**config.mk**
```make
export PLATFORM = sky130hd
export DESIGN_NAME = branch_resolver_flat
export DESIGN_NICKNAME = d
export VERILOG_FILES = /design/src/rtl/branch_resolver_if.sv /design/src/rtl/branch_resolver.sv /design/src/flat_wrapper.sv
export SDC_FILE = /design/constraint.sdc
export NUM_CORES = 1
export LEC_CHECK = 0
export CAP_MARGIN = 15
export CELL_PAD_IN_SITES_DETAIL_PLACEMENT = 1
export CELL_PAD_IN_SITES_GLOBAL_PLACEMENT = 1
export CORE_ASPECT_RATIO = 1.5
export CORE_MARGIN = 8
export CORE_UTILIZATION = 46
export CTS_CLUSTER_SIZE = 30
export DETAILED_ROUTE_END_ITERATION = 8
export HOLD_SLACK_MARGIN = 0.03
export PLACE_DENSITY = 0.87
export REMOVE_ABC_BUFFERS = 1
export SYNTH_ARGS = -nofsm -noshare
export SYNTH_HDL_FRONTEND = slang
export SYNTH_SLANG_ARGS = --single-unit
```
**constraint.sdc**
```tcl
create_clock -name CLK -period 1.9 [get_ports CLK]
set_clock_uncertainty 0.1 [all_clocks]
set_input_delay 0.19 -clock CLK [delete_from_list [all_inputs] [get_ports CLK]]
set_output_delay 0.19 -clock CLK [all_outputs]
set_load 0.01 [all_outputs]
```
**src/rtl/branch_resolver_if.sv**
```systemverilog
// Decoder/ALU/PC-facing signal bundle for branch_resolver.
// BRANCH_STATS_EN adds the taken/not-taken statistics counters.
interface branch_resolver_if;
  logic        start;
  logic [9:0]  pc;
  logic        br_valid;
  logic [1:0]  br_kind;
  logic [4:0]  br_imm;
  logic        flag_we;
  logic        alu_z;
  logic        alu_n;
  logic        lut_we;
  logic [3:0]  lut_addr;
  logic [3:0]  lut_data;
  logic        branch;
  logic        taken;
  logic [7:0]  target;
  logic        LOOKUP2;
  logic        busy;
  logic        done;
  logic        timeout;
`ifdef BRANCH_STATS_EN
  logic [15:0] taken_cnt;
  logic [15:0] not_taken_cnt;
`endif

  modport slave (
    input  start, pc, br_valid, br_kind, br_imm, flag_we, alu_z, alu_n,
           lut_we, lut_addr, lut_data,
    output branch, taken, target, LOOKUP2, busy, done, timeout
`ifdef BRANCH_STATS_EN
    , output taken_cnt, not_taken_cnt
`endif
  );

  modport master (
    output start, pc, br_valid, br_kind, br_imm, flag_we, alu_z, alu_n,
           lut_we, lut_addr, lut_data,
    input  branch, taken, target, LOOKUP2, busy, done, timeout
`ifdef BRANCH_STATS_EN
    , input taken_cnt, not_taken_cnt
`endif
  );
endinterface

```
**src/rtl/branch_resolver.sv**
```systemverilog
// Branch resolution: condition flags, branch evaluation, absolute-target LUT and run control.
// Optional BRANCH_STATS_EN adds saturating taken/not-taken counters.
module branch_resolver #(
  parameter logic [9:0]  HALT_PC    = 10'd63,
  parameter int unsigned MAX_CYCLES = 4096
) (
  input  logic             CLK,
  input  logic             RST_N,
  branch_resolver_if.slave bus
);
  localparam int unsigned CW = (MAX_CYCLES > 1) ? $clog2(MAX_CYCLES) : 1;

  typedef enum logic [1:0] {S_IDLE, S_RUN, S_HALT} state_t;

  state_t          r_state;
  logic            r_busy;
  logic            r_done;
  logic            r_timeout;
  logic            r_z;
  logic            r_n;
  logic [CW-1:0]   r_cnt;
  logic [3:0]      r_lut [16];

  logic            w_run;
  logic            w_branch;
  logic            w_cond;
  logic            w_lookup2;
  logic [7:0]      w_target;
  logic            w_cnt_last;
  logic            w_cnt_sat;

  assign w_run      = (r_state == S_RUN);
  assign w_branch   = bus.br_valid & w_run;
  assign w_cnt_last = (r_cnt == CW'(MAX_CYCLES - 1));
  assign w_cnt_sat  = &r_cnt;

  // Condition uses registered flags, so a same-cycle flag load does not affect it
  always_comb begin
    w_cond = 1'b0;
    case (bus.br_kind)
      2'b00:   w_cond = r_z;
      2'b01:   w_cond = ~r_z;
      2'b10:   w_cond = r_n;
      default: w_cond = 1'b1;
    endcase
  end

  always_comb begin
    w_target  = 8'h00;
    w_lookup2 = 1'b0;
    if (w_branch) begin
      if (bus.br_kind == 2'b11) begin
        w_target  = {4'b0000, r_lut[bus.br_imm[3:0]]};
        w_lookup2 = 1'b1;
      end else begin
        w_target  = {{3{bus.br_imm[4]}}, bus.br_imm};
      end
    end
  end

  assign bus.branch  = w_branch;
  assign bus.taken   = w_branch & w_cond;
  assign bus.target  = w_target;
  assign bus.LOOKUP2 = w_lookup2;
  assign bus.busy    = r_busy;
  assign bus.done    = r_done;
  assign bus.timeout = r_timeout;

  // Run control; start outranks halt address and budget expiry
  always_ff @(posedge CLK or negedge RST_N) begin
    if (!RST_N) begin
      r_state   <= S_IDLE;
      r_busy    <= 1'b0;
      r_done    <= 1'b0;
      r_timeout <= 1'b0;
    end else if (bus.start) begin
      r_state   <= S_RUN;
      r_busy    <= 1'b1;
      r_done    <= 1'b0;
      r_timeout <= 1'b0;
    end else begin
      case (r_state)
        S_RUN: begin
          if (bus.pc == HALT_PC) begin
            r_state <= S_HALT;
            r_busy  <= 1'b0;
            r_done  <= 1'b1;
          end else if (w_cnt_last) begin
            r_state   <= S_HALT;
            r_busy    <= 1'b0;
            r_done    <= 1'b1;
            r_timeout <= 1'b1;
          end
        end
        default: ;
      endcase
    end
  end

  always_ff @(posedge CLK or negedge RST_N) begin
    if (!RST_N) begin
      r_z   <= 1'b0;
      r_n   <= 1'b0;
      r_cnt <= '0;
    end else if (bus.start) begin
      r_z   <= 1'b0;
      r_n   <= 1'b0;
      r_cnt <= '0;
    end else if (w_run) begin
      if (bus.flag_we) begin
        r_z <= bus.alu_z;
        r_n <= bus.alu_n;
      end
      if (!w_cnt_sat) r_cnt <= r_cnt + CW'(1);
    end
  end

  // Reads see the old entry during a write; reset restores the identity pattern
  always_ff @(posedge CLK or negedge RST_N) begin
    if (!RST_N) begin
      for (int i = 0; i < 16; i++) r_lut[i] <= 4'(i);
    end else if (bus.lut_we) begin
      r_lut[bus.lut_addr] <= bus.lut_data;
    end
  end

`ifdef BRANCH_STATS_EN
  logic [15:0] r_taken_cnt;
  logic [15:0] r_not_taken_cnt;

  always_ff @(posedge CLK or negedge RST_N) begin
    if (!RST_N) begin
      r_taken_cnt     <= 16'h0000;
      r_not_taken_cnt <= 16'h0000;
    end else if (bus.start) begin
      r_taken_cnt     <= 16'h0000;
      r_not_taken_cnt <= 16'h0000;
    end else if (w_branch) begin
      if (w_cond) begin
        if (r_taken_cnt != 16'hFFFF) r_taken_cnt <= r_taken_cnt + 16'd1;
      end else begin
        if (r_not_taken_cnt != 16'hFFFF) r_not_taken_cnt <= r_not_taken_cnt + 16'd1;
      end
    end
  end

  assign bus.taken_cnt     = r_taken_cnt;
  assign bus.not_taken_cnt = r_not_taken_cnt;
`endif
endmodule

```
**src/flat_wrapper.sv**
```systemverilog
// flat-port wrapper written by rule: the top's interface ports become plain ports
module branch_resolver_flat 
#(
  parameter logic [9:0]  HALT_PC    = 10'd63,
  parameter int unsigned MAX_CYCLES = 4096
)
  (CLK, RST_N, bus_start, bus_pc, bus_br_valid, bus_br_kind, bus_br_imm, bus_flag_we, bus_alu_z, bus_alu_n, bus_lut_we, bus_lut_addr, bus_lut_data, bus_branch, bus_taken, bus_target, bus_LOOKUP2, bus_busy, bus_done, bus_timeout);
  branch_resolver_if bus_i ();
  input  logic CLK;
  input  logic RST_N;
  input wire logic [$bits(bus_i.start)-1:0] bus_start;
  input wire logic [$bits(bus_i.pc)-1:0] bus_pc;
  input wire logic [$bits(bus_i.br_valid)-1:0] bus_br_valid;
  input wire logic [$bits(bus_i.br_kind)-1:0] bus_br_kind;
  input wire logic [$bits(bus_i.br_imm)-1:0] bus_br_imm;
  input wire logic [$bits(bus_i.flag_we)-1:0] bus_flag_we;
  input wire logic [$bits(bus_i.alu_z)-1:0] bus_alu_z;
  input wire logic [$bits(bus_i.alu_n)-1:0] bus_alu_n;
  input wire logic [$bits(bus_i.lut_we)-1:0] bus_lut_we;
  input wire logic [$bits(bus_i.lut_addr)-1:0] bus_lut_addr;
  input wire logic [$bits(bus_i.lut_data)-1:0] bus_lut_data;
  output wire logic [$bits(bus_i.branch)-1:0] bus_branch;
  output wire logic [$bits(bus_i.taken)-1:0] bus_taken;
  output wire logic [$bits(bus_i.target)-1:0] bus_target;
  output wire logic [$bits(bus_i.LOOKUP2)-1:0] bus_LOOKUP2;
  output wire logic [$bits(bus_i.busy)-1:0] bus_busy;
  output wire logic [$bits(bus_i.done)-1:0] bus_done;
  output wire logic [$bits(bus_i.timeout)-1:0] bus_timeout;
  assign bus_i.start = bus_start;
  assign bus_i.pc = bus_pc;
  assign bus_i.br_valid = bus_br_valid;
  assign bus_i.br_kind = bus_br_kind;
  assign bus_i.br_imm = bus_br_imm;
  assign bus_i.flag_we = bus_flag_we;
  assign bus_i.alu_z = bus_alu_z;
  assign bus_i.alu_n = bus_alu_n;
  assign bus_i.lut_we = bus_lut_we;
  assign bus_i.lut_addr = bus_lut_addr;
  assign bus_i.lut_data = bus_lut_data;
  assign bus_branch = bus_i.branch;
  assign bus_taken = bus_i.taken;
  assign bus_target = bus_i.target;
  assign bus_LOOKUP2 = bus_i.LOOKUP2;
  assign bus_busy = bus_i.busy;
  assign bus_done = bus_i.done;
  assign bus_timeout = bus_i.timeout;
  branch_resolver #(.HALT_PC(HALT_PC), .MAX_CYCLES(MAX_CYCLES)) u_core (.CLK(CLK), .RST_N(RST_N), .bus(bus_i));
endmodule
```
# --- Yosys cells after proc, flatten, opt, wreduce, memory -nomap -nowiden ---
# Index checks and enable logic that the tools add are counted.
op_classes:
  add_sub_neg: 1
  order_cmp: 3
  eq_ne: 8
  n_mux: 35
  bitwise: 5
  reduce_logical: 11
op_table:
  columns: ["operator", "count"]
  rows:
  - ["$bwmux W64", 1]
  - ["$mux W12", 3]
  - ["$mux W1", 19]
  - ["$bmux W4 S4", 1]
  - ["$demux W4 S4", 1]
  - ["$mux W8", 2]
  - ["$add A12 B1 Y12 const B", 1]
  - ["$eq A12 B12 Y1 const B", 1]
  - ["$mux W4", 3]
  - ["$reduce_and A12 Y1", 1]
  - ["$eq A10 B6 Y1 const B", 1]
  - ["$ge A5 B5 Y1 const B", 2]
  - ["$not A4 Y5", 2]
  - ["$mux W2", 4]
  - ["$reduce_and A2 Y1", 3]
  - ["$reduce_bool A2 Y1", 3]
  - ["$lt A5 B1 Y1 const B", 1]
  - ["$eq A2 B1 Y1 const B", 2]
  - ["$eq A2 B2 Y1 const B", 2]
  - ["$ne A2 B2 Y1 const B", 2]
  - ["$pmux W1 S3", 1]
  - ["$reduce_and A3 Y1", 1]
  - ["$reduce_bool A3 Y1", 1]
  - ["$and A1 B1 Y1", 2]
  - ["3 further kinds", 3]
totals:
  register_bits: 83
  in_bits: 33
  out_inout_bits: 14
  wordCells: 86

# --- Depth between registers and ports, before layout ---
# Gate-level depths: netlist (run 1).
logic_depth:
  word_depth: 6
  ltp_mapped: 6
  ltp_nobuf: 5

# --- Worst setup path before layout (run 1) ---
# Ideal clock, no wire load.
synth_timing:
  path_type: "register -> register"
  start: "reg u_core.r_cnt[0]"
  end: "reg u_core.r_cnt[1]"
  setup_time_ps: 119
  arrival_time_ps: 1501
  required_ps: 1681
  slack_ps: 180
  stages_incl_launch_ff: 7
  n_path_buf: 1
  synth_period_minus_slack_ps: 1720
  path_cell_list: "dfrtp_1 > ha_1 > nand4_1 > nor4_2 > buf_4 > nor3b_1 > o21ba_1"
synth_between:
  elab_chain_len: 4
  elab_cells_between_ends: 7
  cone_classes: "add/sub: 1; eq/ne: 1; mux: 3; reduce/logical: 2"
synth_rtl:
  columns: ["element", "line", "source"]
  rows:
  - ["start: declaration", "branch_resolver.sv:21", "logic [CW-1:0] r_cnt;"]
  - ["start signal: assignment", "branch_resolver.sv:114", "if (!w_cnt_sat) r_cnt <= r_cnt + CW'(1);"]
  - ["$add A12 B1 Y12", "branch_resolver.sv:114", null]
  - ["$mux W12", "branch_resolver.sv:114", null]
  - ["$mux W12", "branch_resolver.sv:109", "end else if (w_run) begin"]
  - ["$mux W12", "branch_resolver.sv:105", "end else if (bus.start) begin"]
# Parallel ways exist; a longest one is shown, timed or not. The select of a mux whose other input is x is not followed.
# A chain may end at the register's enable or synchronous reset.

# --- Worst setup path in the final report (run 1) ---
layout_timing:
  start: "reg u_core.r_lut[55] in the netlist's numbering"
  end: "out bus_target[3]"
layout_between:
  elab_chain_len: 5
layout_rtl:
  columns: ["element", "line", "source"]
  rows:
  - ["start: declaration", "branch_resolver.sv:22", "logic [3:0] r_lut [16];"]
  - ["start signal: indexed assignment", "branch_resolver.sv:123", "r_lut[bus.lut_addr] <= bus.lut_data;"]
  - ["$bmux W4 S4", "branch_resolver.sv:53", "w_target = {4'b0000, r_lut[bus.br_imm[3:0]]};"]
  - ["$mux W4 (implied by the code) (2 in series)", "branch_resolver.sv:53", null]
  - ["$mux W8", "branch_resolver.sv:52", "if (bus.br_kind == 2'b11) begin"]
  - ["$mux W8", "branch_resolver.sv:51", "if (w_branch) begin"]
  - ["end: declaration", "flat_wrapper.sv:24", "output wire logic [$bits(bus_i.target)-1:0] bus_target;"]
# Every way passes these cells. The select of a mux whose other input is x is not followed.

==> run_results.csv, run 1 <==
group,metric,value,unit
timing,min_period,2.188,ns
synth,synth.avg_cell_area,13.19,um^2
detailed_routing,postRouteWirelength,13430,um
final_layout,final_net_count,433,
pwr,power.switching,0.001332,W
synth,synth-seq-area-share,0.5122,
clock_tree,worst_setup_hold_path_clk_slew,0.06,ns
synth,yosys.area.top_type,"sky130_fd_sc_hd__dfrtp_1",
pwr,p_sw_frac,0.2511,
clock_tree,clock_tree.htree_level_count,3,
timing,final_critical_path_setup_slack,-0.2876,ns
placed_design,detailed_place_hpwl,8767,um
timing,grt_setup_unrepaired,"yes",
critical_path,timing.setup.critical_path_class,"flop to primary output",
grt,grt_pass1_wl,20580,um
floorplanning,floorplan.initialDensity,0.4654,
synth,synth-warning-count,0,
pwr,cell_area_power_density,986.4,nW/um^2
synth,synth_seq_cells,81,
placed_design,place_area,4840,um^2
critical_path,r2r.worst_path.cells,7,
placed_design,place_congestion,0.8276,
synth,synth-async-reset-ratio,1.000,
synth,synth.top_cell.area_share,0.3039,
floorplanning,core_box_area,8671,um^2
grt,grt_antenna_before_repair,0,
synth,synth_cells,306,
critical_path,regToRegSetupSlack,0.06,ns
critical_path,setup.worst_path.start,"u_core.r_lut[55]",
clock_tree,worstSkewPairLatency,0.34,ns
pwr,power_frac_comb,0.186,
timing,hold_violations,0,
synth,yosys-top-cells-count,"sky130_fd_sc_hd__mux2_2 (66), sky130_fd_sc_hd__dfrtp_1 (49), sky130_fd_sc_hd__dfstp_2 (32), sky130_fd_sc_hd__nor2_1 (19), sky130_fd_sc_hd__mux4_2 (16)",
pwr,share_seq_of_total_power,0.455,
detailed_routing,dr.first_iter.drc_count,126,
detailed_routing,drt-wirelength-per-cell,26.13,um
timing,setup_violations,4,
critical_path,worstReg2RegEnd,"u_core.r_cnt[2]",
synth,synth_area,4035,um^2
pwr,max-vdd-ir-drop,0.0005961,V
floorplanning,chipHeight,130.7,um
critical_path,regToRegStartpoint,"u_core.r_cnt[0]",
placed_design,placed_cells,481,
timing,layout_worst_path_cycle_share,1.151,
critical_path,worstSetupEndpointType,"primary output",
detailed_routing,drt-pass1-iter-count,4,
synth,synth_cell_type_count,42,
critical_path,critPathArrivalTime,1.90,ns
grt,globalRouteTotalUtil,0.2311,
grt,via_count_of_the_first_global_routing_pass,3570,
final_layout,layout-drive-gt1-share,0.5198,
clock_tree,max-clock-path-buffers,2,
detailed_routing,routed-via-count,3126,
clock_tree,clock_tree.root_cell,"sky130_fd_sc_hd__clkbuf_16",
flow_run,max-cap-violations,0,
detailed_routing,avgViaCountPerCell,6.082,
worst_hold_path,type_of_the_most_critical_hold_path,"input port to async pin",
synth,postSynth.topFlopCell,"sky130_fd_sc_hd__dfrtp_1",
critical_path,start_kind,"flop",
timing,maxSlewViolCount,0,
run_status,status,"complete, but fails checks",
critical_path,timing.critical_path.required,1.61,ns
synth,synth-edff-count,0,
pwr,power_leakage,2.285,nW
floorplanning,top_level_ports,47,
final_layout,final_design_area_no_fill,5378,um^2
pwr,portion_of_total_power_attributed_to_the_clock_network,0.360,
timing,worst_hold_slack,0.2648,ns
critical_path,crit_path_end,"bus_target[3]",
synth,post_synth_main_area_contributors,"sky130_fd_sc_hd__dfrtp_1 (30%), sky130_fd_sc_hd__dfstp_2 (21%), sky130_fd_sc_hd__mux2_2 (18%)",
grt,gr-total-overflow,0,
final_layout,synthToLayoutAreaGrowth,33.27,%
pwr,intPower,0.003973,W
clock_tree,numCtsBuffers,9,
timing,tightest_slew,0.6725,ns
floorplanning,core.rowCount,42,
critical_path,critical_path.max_fanout,2,
final_layout,final_cell_count_no_fill,514,
floorplanning,die_width,92.47,um
placed_design,portBuffers,46,
run_status,violations,"setup timing",
final_layout,antenna_cells,0,
final_layout,fillCellCount,850,
detailed_routing,route.antenna.remaining_nets,0,
floorplanning,fp.dieArea,12090,um^2
detailed_routing,drc,0,
timing,max_freq,457.1,MHz
grt,maximum_number_of_pins_on_one_net_before_global_route_repair,40,
timing,slew_headroom,0.5503,
clock_tree,tritoncts,"built",
synth,synthMostInstantiatedCell,"sky130_fd_sc_hd__mux2_2",
clock_tree,clkSinkCount,81,
-- logic make-up after synthesis --
family | synth area share
flops | 0.5122
xor+xnor | 0.002171
compound gates | 0.05302
fa+ha+maj | 0.003100
mux | 0.2915
buf+inv | 0.02821
simple gates | 0.1098
-- layer usage --
metal | GRT usage | wire length [um] | up-vias
li1 | - | - | 1319
met3 | 0.05546 | 615 | 56
met1 | 0.2275 | 4712 | 1621
met4 | 0.1524 | 748 | 0
met5 | 0 | 0 | -
met2 | 0.4223 | 7357 | 130
-- stage by stage --
stage               total power [W]  utilization  setup WS, ns  setup TNS (ns)
finish                     0.005305       0.6202       -0.2876         -0.7841
global route               0.005484       0.6202       -0.3162          -1.005
detailed placement         0.003288       0.5582       -0.8023          -4.866
global placement           0.003181       0.5582       -0.7462          -3.587
floorplan                  0.002826            -       -0.1557         -0.1770
CTS                        0.005268       0.6111       -0.2705         -0.7808
-- area by class of cell --
type                    count  area, um^2  area share
clock buffers              11       252.7     0.04700
clock inverters             5       77.57     0.01443
inverters                   6       22.52    0.004188
multi-input cells         203        1956      0.3637
flip-flops and latches     81        2067      0.3844
well taps                 110       137.6     0.02559
repair buffers             98       864.6      0.1608
-- cells in the final DEF (no fill, tap or decap), types with 3 or more instances in the layout --
master	count
sky130_fd_sc_hd__mux2_2	64
sky130_fd_sc_hd__nand3b_1	3
sky130_fd_sc_hd__clkbuf_16	9
sky130_fd_sc_hd__nor3_1	4
sky130_fd_sc_hd__a21oi_1	10
sky130_fd_sc_hd__or4_1	3
sky130_fd_sc_hd__o31ai_1	6
sky130_fd_sc_hd__a21oi_2	3
sky130_fd_sc_hd__nand4_1	4
sky130_fd_sc_hd__a211oi_1	3
sky130_fd_sc_hd__dfstp_2	32
sky130_fd_sc_hd__inv_1	5
sky130_fd_sc_hd__nand2b_1	7
sky130_fd_sc_hd__buf_12	3
sky130_fd_sc_hd__dlygate4sd2_1	5
sky130_fd_sc_hd__dfrtp_1	49
sky130_fd_sc_hd__buf_2	10
sky130_fd_sc_hd__mux2i_1	4
sky130_fd_sc_hd__nor2b_1	3
sky130_fd_sc_hd__nor2_1	18
sky130_fd_sc_hd__nand2_1	12
sky130_fd_sc_hd__buf_4	46
sky130_fd_sc_hd__or3_1	5
sky130_fd_sc_hd__clkdlybuf4s50_1	30
sky130_fd_sc_hd__o21ai_0	3
sky130_fd_sc_hd__mux4_2	16
sky130_fd_sc_hd__nand3_1	4
-- power by group through the flow --
stage / logic (W) / registers, W / clock network, W
detailed placement: 0.000881 / 0.00241 / 0
floorplan: 0.000539 / 0.00229 / 0
global placement: 0.000814 / 0.00237 / 0
CTS: 0.000945 / 0.00239 / 0.00194
global route: 0.00105 / 0.00243 / 0.00201
finish: 0.000985 / 0.00241 / 0.00191
-- critical path, cell delays in order (launching register included) --
cell and delay [ns]:
sky130_fd_sc_hd__dfrtp_1 0.41, sky130_fd_sc_hd__mux4_2 0.50, sky130_fd_sc_hd__mux2_4 0.31, sky130_fd_sc_hd__a21oi_2 0.12, sky130_fd_sc_hd__a211oi_1 0.07, sky130_fd_sc_hd__buf_2 0.15
-- state kept, by name, summed over array words and instances, names as in the netlist --
name and flops:
u_core.r_n 1, u_core.r_lut 64, u_core.bus.timeout 1, u_core.r_cnt 12, u_core.r_z 1, u_core.r_state 2
-- what timing repair did --
action                                  4_1_cts  5_1_grt
gates cloned                                  1        1
hold buffers                                  1        0
setup buffers                                 7        7
endpoints found under the setup margin       11       17
pin swaps                                     5        6
hold endpoints to repair                     17        0
resized for setup                            53       16
-- how the worst min path moves through the flow --
stage | from | end | depth (start not counted)
floorplan | RST_N | u_core.bus.timeout | 0
detailed placement | RST_N | u_core.r_lut[36] | 1
global placement | RST_N | u_core.r_lut[36] | 1
finish | RST_N | u_core.r_lut[36] | 2
CTS | RST_N | u_core.r_lut[28] | 2
global route | RST_N | u_core.r_lut[28] | 2
No activity file was read; power rests on OpenSTA's default activity.
==> inputs of run 2 (changes only) <==
--- a/config.mk
+++ b/config.mk
@@ -9,7 +9,7 @@
 export CELL_PAD_IN_SITES_DETAIL_PLACEMENT = 1
 export CELL_PAD_IN_SITES_GLOBAL_PLACEMENT = 1
 export CORE_ASPECT_RATIO = 1.5
-export CORE_MARGIN = 8
+export CORE_MARGIN = 10
 export CORE_UTILIZATION = 46
 export CTS_CLUSTER_SIZE = 30
 export DETAILED_ROUTE_END_ITERATION = 8
==> constraint.sdc (replaced) <==
create_clock -name CLK -period 2.3 [get_ports CLK]
set_clock_uncertainty 0.1 [all_clocks]
set_input_delay 0.23 -clock CLK [delete_from_list [all_inputs] [get_ports CLK]]
set_output_delay 0.23 -clock CLK [all_outputs]
set_load 0.01 [all_outputs]
==> run 2 against run 1 <==
Net effect:
- the run now ends clean
- clock-buffer cell count down 2
- critical path depth did not move
- cell count is 4.7% lower
- largest cell class unchanged
- utilization is 1.1 points lower
- non-clock buffer count shrank 21
- sequential power fell by 19%
- largest power group unchanged
- flip-flop and latch count unchanged
- wire length shrank 13%
- die area is 7.5% higher
- register-to-register slack better by 0.31 ns
- hold slack improved by 0.056 ns
- worst setup slack improved by 0.32 ns
==> run_results.csv, run 2 (same netlist as run 1, synthesis figures left out) <==
group,metric,value,unit
timing,max_freq,440.1,MHz
critical_path,timing.critical_path.required,1.97,ns
critical_path,timing.critical_path.slowest_cell_delay,0.61,ns
timing,setup-tns-final,0,ns
timing,slew_headroom,0.5293,
detailed_routing,postRouteWirelength,11680,um
clock_tree,numCtsBuffers,9,
timing,min_period,2.272,ns
clock_tree,clkSinkCount,81,
grt,via_count_of_the_first_global_routing_pass,3289,
placed_design,place_area,4753,um^2
critical_path,kind_of_cell_with_the_highest_combined_delay_on_the_critical_path,"buffers and inverters",
floorplanning,chipHeight,134.7,um
floorplanning,fp.dieArea,13000,um^2
grt,gr-total-overflow,0,
detailed_routing,avgViaCountPerCell,5.931,
detailed_routing,drt-pass1-iter-count,4,
final_layout,largest_register_ffs,64,
final_layout,layout-drive-gt1-share,0.4543,
pwr,cell_area_power_density,786.9,nW/um^2
final_layout,final_cell_mix,"sky130_fd_sc_hd__mux2_2 (65), sky130_fd_sc_hd__dfrtp_1 (49), sky130_fd_sc_hd__clkdlybuf4s50_1 (33)",
timing,hold_violations,0,
critical_path,cp_cell_sequence,"clkdlybuf4s50_1, and3_1, a221oi_2, a311oi_1, dlygate4sd2_1",
worst_hold_path,type_of_the_most_critical_hold_path,"input port to async pin",
grt,grt_pass1_wl,18350,um
timing,tightest_slew,0.6951,ns
critical_path,worstPathBufferInverterCount,2,
detailed_routing,route.antenna.remaining_nets,0,
grt,globalRouteTotalUtil,0.1887,
floorplanning,floorplan.initialDensity,0.4767,
placed_design,place_congestion,0.8752,
final_layout,fillCellCount,828,
clock_tree,max-clock-path-buffers,2,
critical_path,crit_slowest_cell,"sky130_fd_sc_hd__clkdlybuf4s50_1",
final_layout,reg.largest.list,"u_core.r_lut: 64 flops, u_core.r_cnt: 12 flops, u_core.r_state: 2 flops",
clock_tree,clock_tree.htree_level_count,3,
critical_path,timing.setup.critical_path_class,"input port to primary output",
clock_tree,clock_tree.root_cell,"sky130_fd_sc_hd__clkbuf_16",
detailed_routing,drt-wirelength-per-cell,23.83,um
clock_tree,tritoncts,"built",
detailed_routing,drc,0,
grt,maximum_number_of_pins_on_one_net_before_global_route_repair,39,
detailed_routing,routed-via-count,2906,
floorplanning,top_level_ports,47,
placed_design,detailed_place_hpwl,8142,um
final_layout,antenna_cells,0,
clock_tree,worstSkewPairLatency,0.34,ns
run_status,status,"completed",
detailed_routing,dr.first_iter.drc_count,104,
final_layout,top_register,"u_core.r_lut",
grt,grt_antenna_before_repair,0,
final_layout,final_net_count,412,
timing,layout_worst_path_cycle_share,0.9880,
floorplanning,core.rowCount,41,
pwr,max-vdd-ir-drop,0.0005504,V
final_layout,final_design_area_no_fill,5156,um^2
final_layout,synthToLayoutAreaGrowth,27.78,%
critical_path,start_kind,"input port",
floorplanning,die_width,96.47,um
timing,grt_setup_unrepaired,"yes",
pwr,power_leakage,2.158,nW
flow_run,max-cap-violations,0,
critical_path,critPathArrivalTime,1.94,ns
placed_design,portBuffers,46,
timing,maxSlewViolCount,0,
clock_tree,worst_setup_hold_path_clk_slew,0.06,ns
critical_path,worstSetupEndpointType,"primary output",
floorplanning,core_box_area,8464,um^2
critical_path,critical_path.max_fanout,4,
timing,setup_violations,0,
final_layout,mostFrequentLayoutCell,"sky130_fd_sc_hd__mux2_2",
## run 2: cell type report
| cell class | instances | area, um^2 | share of cell area |
|---|---|---|---|
| sequential | 81 | 2067 | 0.4009 |
| clock buffer | 9 | 225.2 | 0.04368 |
| clock inverter | 7 | 52.55 | 0.01019 |
| timing repair buffer | 77 | 747.0 | 0.1449 |
| tap | 107 | 133.9 | 0.02596 |
| inverter | 6 | 22.52 | 0.004368 |
| multi-input combinational | 203 | 1908 | 0.3701 |
## run 2: path summary, 6_finish.rpt
check / startpoint / endpoint / slack, ns / cells past startpoint
max: bus_br_kind[1] / bus_target[2] / 0.03 / 5
min: RST_N / u_core.r_lut[44] / 0.32 / 2
max reg2reg: u_core.r_cnt[0] / u_core.r_cnt[4] / 0.37 / 6
min reg2reg: u_core.r_lut[28] / u_core.r_lut[28] / 0.41 / 1
max in group asynchronous: RST_N / u_core.r_lut[23] / 1.12 / 3
min in group CLK: bus_alu_n / u_core.r_n / 0.37 / 3
## run 2: per-layer routing
layer,track usage,vias up,wire length [um]
li1,-,1280,-
met1,0.2068,1483,4329
met2,0.3227,104,6175
met3,0.04329,39,605
met4,0.1021,0,567
met5,0,-,0
## run 2: through the flow
stage / hold WS (ns) / setup slack (ns) / total power [W] / utilization / cells
3_5_place_dp: 0.1405 / -0.4590 / 0.002678 / 0.5616 / 467
5_1_grt: 0.3552 / -0.03486 / 0.004240 / 0.6092 / 490
3_3_place_gp: 0.1318 / -0.3986 / 0.002613 / 0.5616 / 467
4_1_cts: 0.3315 / 0.008154 / 0.004058 / 0.6040 / 486
6_report: 0.3210 / 0.02764 / 0.004057 / 0.6092 / 490
2_1_floorplan: -0.1656 / 0.2443 / 0.002334 / - / 290
## run 2: worst reg2reg max path: stages, from the launching register on
cell,delay (ns)
sky130_fd_sc_hd__dfrtp_1,0.38
sky130_fd_sc_hd__ha_1,0.26
sky130_fd_sc_hd__nand4_1,0.22
sky130_fd_sc_hd__nor4_2,0.36
sky130_fd_sc_hd__buf_4,0.23
sky130_fd_sc_hd__nor3_1,0.06
sky130_fd_sc_hd__a211oi_1,0.22
## run 2: what timing repair did
item | 4_1_cts | 5_1_grt
endpoints found under the hold margin | 23 | 0
setup buffers | 1 | 4
resized for setup | 29 | 8
pin swaps | 2 | 2
hold buffers | 1 | 0
cloned | 1 | 0
endpoints found under the setup margin | 9 | 4
## run 2: where the power goes
group	leakage, nW	total (W)	switching (W)	internal, W
registers	0.956	0.00196	0.000172	0.00179
clock network	0.137	0.00134	0.000595	0.000740
logic	1.06	0.000761	0.000299	0.000462
total	2.16	0.00406	0.00107	0.00299
